**src/rtl/gray_pkg.sv**
```systemverilog
`default_nettype none
// ============================================================================
//  Module      : gray_pkg
//  Description : Shared constants and Gray/binary conversion helpers for the
//                Gray-code counter and its neighbours.
//                  GRAY_MAX_WIDTH - widest counter supported
//                  bin2gray()     - binary -> reflected Gray
//                  gray2bin()     - reflected Gray -> binary
//  Revision    : 1.0 - initial release
// ============================================================================
package gray_pkg;

  localparam int GRAY_MAX_WIDTH = 16;

  function automatic logic [GRAY_MAX_WIDTH-1:0] bin2gray(
    input logic [GRAY_MAX_WIDTH-1:0] b
  );
    return b ^ (b >> 1);
  endfunction

  // Each binary bit is the XOR of all Gray bits at or above its position,
  // so walk from the MSB down carrying the running XOR.
  function automatic logic [GRAY_MAX_WIDTH-1:0] gray2bin(
    input logic [GRAY_MAX_WIDTH-1:0] g
  );
    logic [GRAY_MAX_WIDTH-1:0] b;
    b[GRAY_MAX_WIDTH-1] = g[GRAY_MAX_WIDTH-1];
    for (int i = GRAY_MAX_WIDTH - 2; i >= 0; i--) begin
      b[i] = b[i+1] ^ g[i];
    end
    return b;
  endfunction

endpackage : gray_pkg
`default_nettype wire

```
**src/rtl/bin_to_gray.sv**
```systemverilog
`default_nettype none
// ============================================================================
//  Module      : bin_to_gray
//  Description : Purely combinational WIDTH-bit binary to Gray converter.
//  Ports       : bin_in   [WIDTH-1:0] in   binary value
//                gray_out [WIDTH-1:0] out  reflected Gray code of bin_in
//  Revision    : 1.0 - initial release
// ============================================================================
module bin_to_gray #(
  parameter int WIDTH = 3
) (
  input  logic [WIDTH-1:0] bin_in,
  output logic [WIDTH-1:0] gray_out
);

  // The MSB passes straight through; every other bit is the XOR of itself
  // with its upper neighbour.
  assign gray_out[WIDTH-1] = bin_in[WIDTH-1];

  for (genvar i = 0; i < WIDTH - 1; i++) begin : g_bit
    assign gray_out[i] = bin_in[i] ^ bin_in[i+1];
  end

endmodule : bin_to_gray
`default_nettype wire

```
**src/rtl/gray_code_counter.sv**
```systemverilog
`default_nettype none
// ============================================================================
//  Module      : gray_code_counter
//  Description : Up/down binary counter with a registered Gray-coded copy.
//                The Gray register is loaded from the converted next-binary
//                value, so gray_out and bin_out always move together and
//                gray_out changes by exactly one bit per counted step.
//  Options     : GRAY_CNT_SATURATE_EN - when defined, steps past the top or
//                bottom of the range are blocked (count holds, tc_out set)
//                instead of wrapping.
//  Ports       : clk_in       in   clock, rising edge
//                rst_in       in   asynchronous active-high reset
//                en_in        in   count enable
//                up_in        in   1 = increment, 0 = decrement
//                load_in      in   synchronous load (beats en_in)
//                load_val_in  in   binary load value [WIDTH-1:0]
//                gray_out     out  registered Gray count [WIDTH-1:0]
//                bin_out      out  registered binary count [WIDTH-1:0]
//                valid_out    out  1 the cycle after a load or enabled step
//                tc_out       out  1 the cycle the count wrapped (or a
//                                  saturating step was blocked)
//  Revision    : 1.0 - initial release
// ============================================================================
module gray_code_counter
  import gray_pkg::*;
#(
  parameter int WIDTH = 3
) (
  input  logic             clk_in,
  input  logic             rst_in,
  input  logic             en_in,
  input  logic             up_in,
  input  logic             load_in,
  input  logic [WIDTH-1:0] load_val_in,
  output logic [WIDTH-1:0] gray_out,
  output logic [WIDTH-1:0] bin_out,
  output logic             valid_out,
  output logic             tc_out
);

  localparam logic [WIDTH-1:0] c_max  = {WIDTH{1'b1}};
  localparam logic [WIDTH-1:0] c_zero = {WIDTH{1'b0}};
  localparam logic [WIDTH-1:0] c_one  = {{(WIDTH-1){1'b0}}, 1'b1};

  logic [WIDTH-1:0] bin_q,  bin_d;
  logic [WIDTH-1:0] gray_q, gray_d;
  logic             valid_q, valid_d;
  logic             tc_q,    tc_d;

  // --------------------------------------------------------------------------
  // Next-state: load has priority over counting. A step off either end of
  // the range raises tc; whether the count wraps or holds there depends on
  // the saturation option.
  // --------------------------------------------------------------------------
  always_comb begin
    bin_d   = bin_q;
    valid_d = 1'b0;
    tc_d    = 1'b0;

    if (load_in) begin
      bin_d   = load_val_in;
      valid_d = 1'b1;
    end else if (en_in) begin
      valid_d = 1'b1;
      if (up_in) begin
        if (bin_q == c_max) begin
          tc_d = 1'b1;
`ifdef GRAY_CNT_SATURATE_EN
          bin_d = bin_q;
`else
          bin_d = c_zero;
`endif
        end else begin
          bin_d = bin_q + c_one;
        end
      end else begin
        if (bin_q == c_zero) begin
          tc_d = 1'b1;
`ifdef GRAY_CNT_SATURATE_EN
          bin_d = bin_q;
`else
          bin_d = c_max;
`endif
        end else begin
          bin_d = bin_q - c_one;
        end
      end
    end
  end

  // Gray is derived from the next binary value so both registers update on
  // the same edge with no extra pipeline stage.
  bin_to_gray #(
    .WIDTH (WIDTH)
  ) u_bin_to_gray (
    .bin_in   (bin_d),
    .gray_out (gray_d)
  );

  always_ff @(posedge clk_in or posedge rst_in) begin
    if (rst_in) begin
      bin_q   <= c_zero;
      gray_q  <= c_zero;
      valid_q <= 1'b0;
      tc_q    <= 1'b0;
    end else begin
      bin_q   <= bin_d;
      gray_q  <= gray_d;
      valid_q <= valid_d;
      tc_q    <= tc_d;
    end
  end

  assign gray_out  = gray_q;
  assign bin_out   = bin_q;
  assign valid_out = valid_q;
  assign tc_out    = tc_q;

endmodule : gray_code_counter
`default_nettype wire

```
**config.mk**
```make
export PLATFORM = sky130hd
export DESIGN_NAME = gray_code_counter
export DESIGN_NICKNAME = d
export VERILOG_FILES = /design/src/rtl/gray_pkg.sv /design/src/rtl/bin_to_gray.sv /design/src/rtl/gray_code_counter.sv
export SDC_FILE = /design/constraint.sdc
export NUM_CORES = 1
export LEC_CHECK = 0
export ABC_AREA = 1
export CORE_AREA = 4 4 41 43
export CTS_CLUSTER_DIAMETER = 150
export DETAILED_ROUTE_END_ITERATION = 12
export DIE_AREA = 0 0 45 47
export HOLD_SLACK_MARGIN = 0.15
export PLACE_DENSITY = 0.74
export SLEW_MARGIN = 20
export SYNTH_ARGS = -nofsm -noshare
export SYNTH_HDL_FRONTEND = slang
export SYNTH_HIERARCHICAL = 1
export SYNTH_SLANG_ARGS = --single-unit
```
**constraint.sdc**
```tcl
create_clock -name clk_in -period 2.35 [get_ports clk_in]
set_input_delay 0.235 -clock clk_in [delete_from_list [all_inputs] [get_ports clk_in]]
set_output_delay 0.235 -clock clk_in [all_outputs]
set_load 0.02 [all_outputs]
```
==> flow_summary_export.csv, run 1 <==
group,metric,value,unit
run_status,outcome,"complete, no violations",
final_layout,diodes,0,
final_layout,final_core_util,48.5,%
clock_network,clockRootBuffer,"clkbuf_4",
power_and_ir_drop,power,0.000406,W
die,die_y,47,um
clock_network,cts_tree,"yes",
critical_path,critPathSlowestCell,"clkdlybuf4s50_1",
final_layout,layout-drive-gt1-share,8.33,%
grt,grt_max_degree,9,
sta,slew_headroom,80.5,%
grt,grt.total_usage,10.3,%
grt,grt_pass1_wl,1540,um
critical_path,path_cells,"clkdlybuf4s50_1",
drt,drc,0,
final_layout,nets,86,
critical_path,cp_num_buf_inv,1,
drt,routed_wirelength,904,um
die,core-area,1300,sq um
final_layout,n_fill_cell,142,
drt,drt-pass1-iter-count,2,
logic_synthesis,syn-num-nets,67,
sta,fmax,0.631,GHz
drt,antenna_left,0,
critical_path,r2r_setup_slack,0.80,ns
power_and_ir_drop,vdd_drop_max,0.280,mV
drt,vias,397,
placed_design,dpl-instance-area,608,sq um
logic_synthesis,syn_inst,55,
critical_path,cp.required,2.12,ns
critical_path,critPathCaptureType,"output port",
logic_synthesis,yosysSeqAreaShare,44.8,%
clock_network,numCtsBuffers,3,
sta,rsz0062_at_grt,"no",
sta,setup_violations,0,
die,design.die.area,2120,sq um
power_and_ir_drop,powerDensity,643,nW/um^2
sta,finalCritPeriodShare,67.5,%
placed_design,gp_congestion,0.751,
die,pin_count,16,
sta,drv_slew,0,
grt,overflow,0,
grt,antenna_found_initial,0,
clock_network,clockBufferDepth,2,
placed_design,dp_hpwl,757,um
power_and_ir_drop,p_leak,0.326,nW
clock_network,clock-sinks,8,
logic_synthesis,avgSynthCellArea,8.12,sq um
logic_synthesis,ys_warn_count,6,
critical_path,critical_path_class,"register to output port",
critical_path,cpPeakStageDelay,0.65,ns
die,initial_utilization,34.3,%
logic_synthesis,synthesis.area,447,sq um
critical_path,cp_top_family,"buffers and inverters",
sta,tightest_slew,0.293,ns
die,die_w,45,um
drt,avgViaCountPerCell,4.56,
critical_path,r2r_cells,10,
run,drv_cap,0,
final_layout,area_delta_synth_final,41.2,%
critical_path,critPathArrivalTime,1.35,ns
critical_path,critPathLaunchType,"register",
critical_path,path_max_fanout,5,
die,rows,13,
clock_network,hold_buffers,0,
clock_network,cts-resized-gates,0,
sta,tns,0,ns
drt,drt_iter0_drc,2,
sta,period_needed,1.59,ns
min_path,hold_class,"input port to async pin",
placed_design,numPortBuffers,15,
critical_path,reg2reg_to,"gray_out[1]",
grt,first_global_vias,380,
sta,skew,0.000373,ns
clock_network,cts_setup_buffers,0,
final_layout,stdcell_area,631,sq um
critical_path,rr_startpoint,"bin_out[0]",
clock_network,path_clk_slew,0.05,ns
drt,wl_per_cell,10.4,um
clock_network,ctsHtreeMaxLevel,1,
logic_synthesis,synth.distinct_cells,15,
logic_synthesis,synth-seq-cells,8,
sta,finalHoldViolCount,0,
clock_network,insertion_delay,0.25,ns
power breakdown:
group / internal, W / switching, W
registers: 0.000155 / 0.0000124
logic: 0.0000633 / 0.0000720
clock network: 0.0000583 / 0.0000446
Yosys cell counts, drive strengths merged:
| master | n | share of area, % |
|---|---|---|
| inv | 12 | 10 |
| xnor2 | 1 | 2.0 |
| nor2 | 3 | 2.5 |
| nand3 | 1 | 1.1 |
| a21oi | 3 | 4.2 |
| or2 | 1 | 1.4 |
| nand2 | 17 | 15 |
| buf | 1 | 1.7 |
| a22oi | 3 | 5.0 |
| dfrtp | 8 | 45 |
| o21ai | 1 | 1.1 |
| ha | 4 | 11 |
worst register-to-register path, stage by stage (launching register included):
cell and delay (ns):
dfrtp_1 0.42, ha_1 0.22, ha_1 0.18, nand2_1 0.10, inv_1 0.05, nor2_1 0.11
nand3_1 0.08, nand2_1 0.11, inv_1 0.07, nand2_1 0.06, nand2_1 0.05
stage by stage:
step           hold slack, ns  setup WS, ns  std cells
3_5_place_dp            0.513         0.782         84
4_1_cts                 0.238         0.744         87
3_3_place_gp            0.495         0.820         84
6_report                0.230         0.764         87
5_1_grt                 0.262         0.596         87
2_1_floorplan          0.0507         0.835         55
routing by layer:
layer | wire, um | vias up | global-route usage [%] | share of wire (%)
met4 | 0 | 0 | 1.75 | 0
li1 | - | 199 | - | -
met1 | 343 | 188 | 11.0 | 38
met3 | 80 | 0 | 5.75 | 8.8
met5 | 0 | - | 0 | 0
met2 | 480 | 10 | 18.1 | 53
cell families after synthesis:
family | count (synthesis) | synth area share [%]
DFF | 8 | 44.8
AOI/OAI and AO/OA | 7 | 10.4
buffers and inverters | 13 | 11.8
and+or+nand+nor | 22 | 19.9
xor gates and xnor gates | 1 | 1.96
adders and majority gates | 4 | 11.2
layout by cell type, fill, tap and decap left out:
cell,n
dfrtp_1,8
nand3_1,1
a21oi_1,2
inv_1,11
inv_2,1
o21ai_0,1
xnor2_1,1
clkdlybuf4s50_1,15
ha_1,4
or2_1,1
clkbuf_4,3
a21oi_2,1
nand2_2,1
nor2_1,3
a22oi_1,3
nand2_1,16
cell type report:
class	instances	area, sq um	area share, %
Timing Repair Buffer	15	150	23.8
Multi-Input combinational cell	34	194	30.8
Tap cell	15	18.8	2.98
Clock buffer	3	22.5	3.57
Inverter	12	45.0	7.14
Sequential cell	8	200	31.7
sequential cells by signal, indices dropped and copies added (netlist names):
register,flops
gray_out,3
bin_out,3
tc_out,1
valid_out,1
how the worst max path moves through the flow:
stage,endpoint,cells past startpoint,slack [ns],start
after floorplan,gray_out[1],10,0.83,bin_out[0]
after global placement,gray_out[1],9,0.82,up_in
after detailed placement,gray_out[1],9,0.78,up_in
after CTS,bin_out[2],1,0.74,bin_out[2]
after global routing,gray_out[0],10,0.60,bin_out[0]
final,bin_out[2],1,0.76,bin_out[2]
No activity file was read; power rests on OpenSTA's default activity.
==> inputs of run 2 (changes only) <==
Clock period 2.35 ns to 1.5 ns, I/O delays scaled along.
==> flow_summary_export.csv, run 2 (synthesis results as in run 1) <==
group,metric,value,unit
sta,slew_headroom,79.1,%
clock_network,numCtsBuffers,3,
sta,rsz0062_at_grt,"yes",
final_layout,final_cells,96,
drt,avgViaCountPerCell,4.61,
clock_network,insertion_delay,0.26,ns
final_layout,area_delta_synth_final,61.3,%
grt,overflow,0,
power_and_ir_drop,powerDensity,978,nW/um^2
final_layout,stdcell_area,721,sq um
power_and_ir_drop,power,0.000705,W
die,rows,13,
die,core-area,1300,sq um
run_status,outcome,"complete, no violations",
critical_path,path_cells,"ha_2 -> ha_1 -> nand2_1 -> inv_1 -> nor2_2 -> nand3_2 -> nand2_2 -> inv_2 -> nand2_1 -> nand2_1",
clock_network,clock-sinks,8,
placed_design,dp_hpwl,804,um
critical_path,critical_path_class,"register to register",
final_layout,multiInputGateArea,214,sq um
power_and_ir_drop,intPower,0.000474,W
clock_network,cts_tree,"yes",
critical_path,cp.required,1.65,ns
critical_path,critPathLaunch,"bin_out[0]",
placed_design,dpl-instance-area,624,sq um
drt,antenna_left,0,
power_and_ir_drop,p_leak,0.362,nW
sta,finalCritPeriodShare,99.6,%
die,die_y,47,um
critical_path,cpPeakStageDelay,0.43,ns
grt,grt_max_degree,9,
clock_network,clockRootBuffer,"clkbuf_4",
min_path,hold_start,"en_in",
critical_path,cp_top_family,"simple AND/OR/NAND/NOR gates",
final_layout,diodes,0,
grt,antenna_found_initial,0,
clock_network,clockBufferDepth,2,
power_and_ir_drop,vdd_drop_max,0.532,mV
clock_network,ctsHtreeMaxLevel,1,
critical_path,critPathLaunchType,"register",
final_layout,final_core_util,55.4,%
critical_path,rr_startpoint,"bin_out[0]",
drt,drc,0,
final_layout,layout_common_cells,"13 x nand2_1, 13 x clkdlybuf4s50_1, 7 x inv_1, 7 x dfrtp_1, 7 x buf_4",
grt,first_global_vias,440,
sta,fmax,0.669,GHz
power_and_ir_drop,p_seq_share,37.0,%
final_layout,seqCellArea,201,sq um
final_layout,n_fill_cell,124,
sta,setup_violations,0,
grt,grt_pass1_wl,1830,um
critical_path,critPathArrivalTime,1.64,ns
drt,routed_wirelength,1150,um
final_layout,nets,94,
die,initial_utilization,34.3,%
critical_path,critPathSlowestCell,"dfrtp_2",
sta,finalHoldViolCount,0,
sta,skew,0.00824,ns
placed_design,gp_congestion,0.844,
power_and_ir_drop,p_sw,0.000231,W
run,drv_cap,0,
grt,grt.total_usage,12.5,%
critical_path,path_max_fanout,4,
drt,drt-pass1-iter-count,4,
die,pin_count,16,
placed_design,dp.cells,86,
sta,tightest_slew,0.313,ns
placed_design,numPortBuffers,15,
drt,vias,443,
final_layout,layout-drive-gt1-share,32.1,%
min_path,hold_class,"input port to register",
die,die_w,45,um
power_and_ir_drop,clockPowerShare,25.3,%
drt,wl_per_cell,11.9,um
drt,drt_iter0_drc,5,
critical_path,cp_num_buf_inv,2,
critical_path,cp_common_cell,"nand2_1",
clock_network,path_clk_slew,0.06,ns
critical_path,critPathCaptureType,"register",
power_and_ir_drop,swShare,32.8,%
power_and_ir_drop,share_comb_of_total_power,37.6,%
sta,period_needed,1.49,ns
die,design.die.area,2120,sq um
sta,drv_slew,0,
==> run 2: cell count changes in the layout (fill, tap and decap cells not counted), moves of 2 or more <==
cell / before / now
inv_1: 11 / 7
clkdlybuf4s50_1: 15 / 13
inv_2: 1 / 4
ha_2: 0 / 2
nand2_2: 1 / 4
buf_4: 0 / 7
nand2_1: 16 / 13
ha_1: 4 / 2
==> run 2: path summary, 6_finish.rpt <==
path,to,cells past startpoint,slack [ns]
min,tc_out,3,0.53
min reg2reg,bin_out[0],3,0.67
max in group asynchronous,bin_out[0],3,0.55
min in group asynchronous,gray_out[1],3,0.69
max reg2reg,gray_out[1],10,0.006
max,gray_out[1],10,0.006
==> run 2: power by group through the flow <==
stage	clock network (W)	registers (W)	logic [W]
5_1_grt	0.000198	0.000265	0.000290
3_5_place_dp	0	0.000266	0.000223
2_1_floorplan	0	0.000298	0.0000908
3_3_place_gp	0	0.000265	0.000218
4_1_cts	0.000184	0.000260	0.000245
6_report	0.000179	0.000261	0.000265
==> run 2: area by class of cell <==
| type | count | share of cell area (%) |
|---|---|---|
| Clock buffer | 4 | 3.65 |
| Inverter | 12 | 6.60 |
| Multi-Input combinational cell | 34 | 29.7 |
| Sequential cell | 8 | 28.0 |
| Tap cell | 15 | 2.60 |
| Timing Repair Buffer | 23 | 29.5 |
==> run 2: per-stage QoR <==
step                      setup TNS, ns  worst slack (ns)  hold WS (ns)
final                                 0           0.00587         0.531
after global routing             -0.142           -0.0928         0.552
after CTS                             0           0.00388         0.526
after detailed placement         -0.136           -0.0766         0.421
after global placement          -0.0234           -0.0196         0.410
after floorplan                       0            0.0108       -0.0344
==> run 2: what timing repair did <==
item                       in CTS  in global routing
hold endpoints to repair        8                  0
gates resized for setup         5                 10
setup endpoints to repair       3                  4
hold buffers                    1                  0
setup buffers                   4                  1
pin swaps                       3                  4
==> run 2: per-layer routing <==
layer / part of all wire, % / GRT usage [%]
met5: 0 / 0
met2: 52 / 20.9
met4: 2.2 / 3.51
met1: 38 / 13.9
met3: 7.9 / 6.90
==> run 2: worst register-to-register path, delay by kind of cell, from the launching register on <==
| kind | cells | cell delay [ns] |
|---|---|---|
| simple gates | 6 | 0.52 |
| fa+ha+maj | 2 | 0.34 |
| buf+inv | 2 | 0.09 |
| flops | 1 | 0.43 |
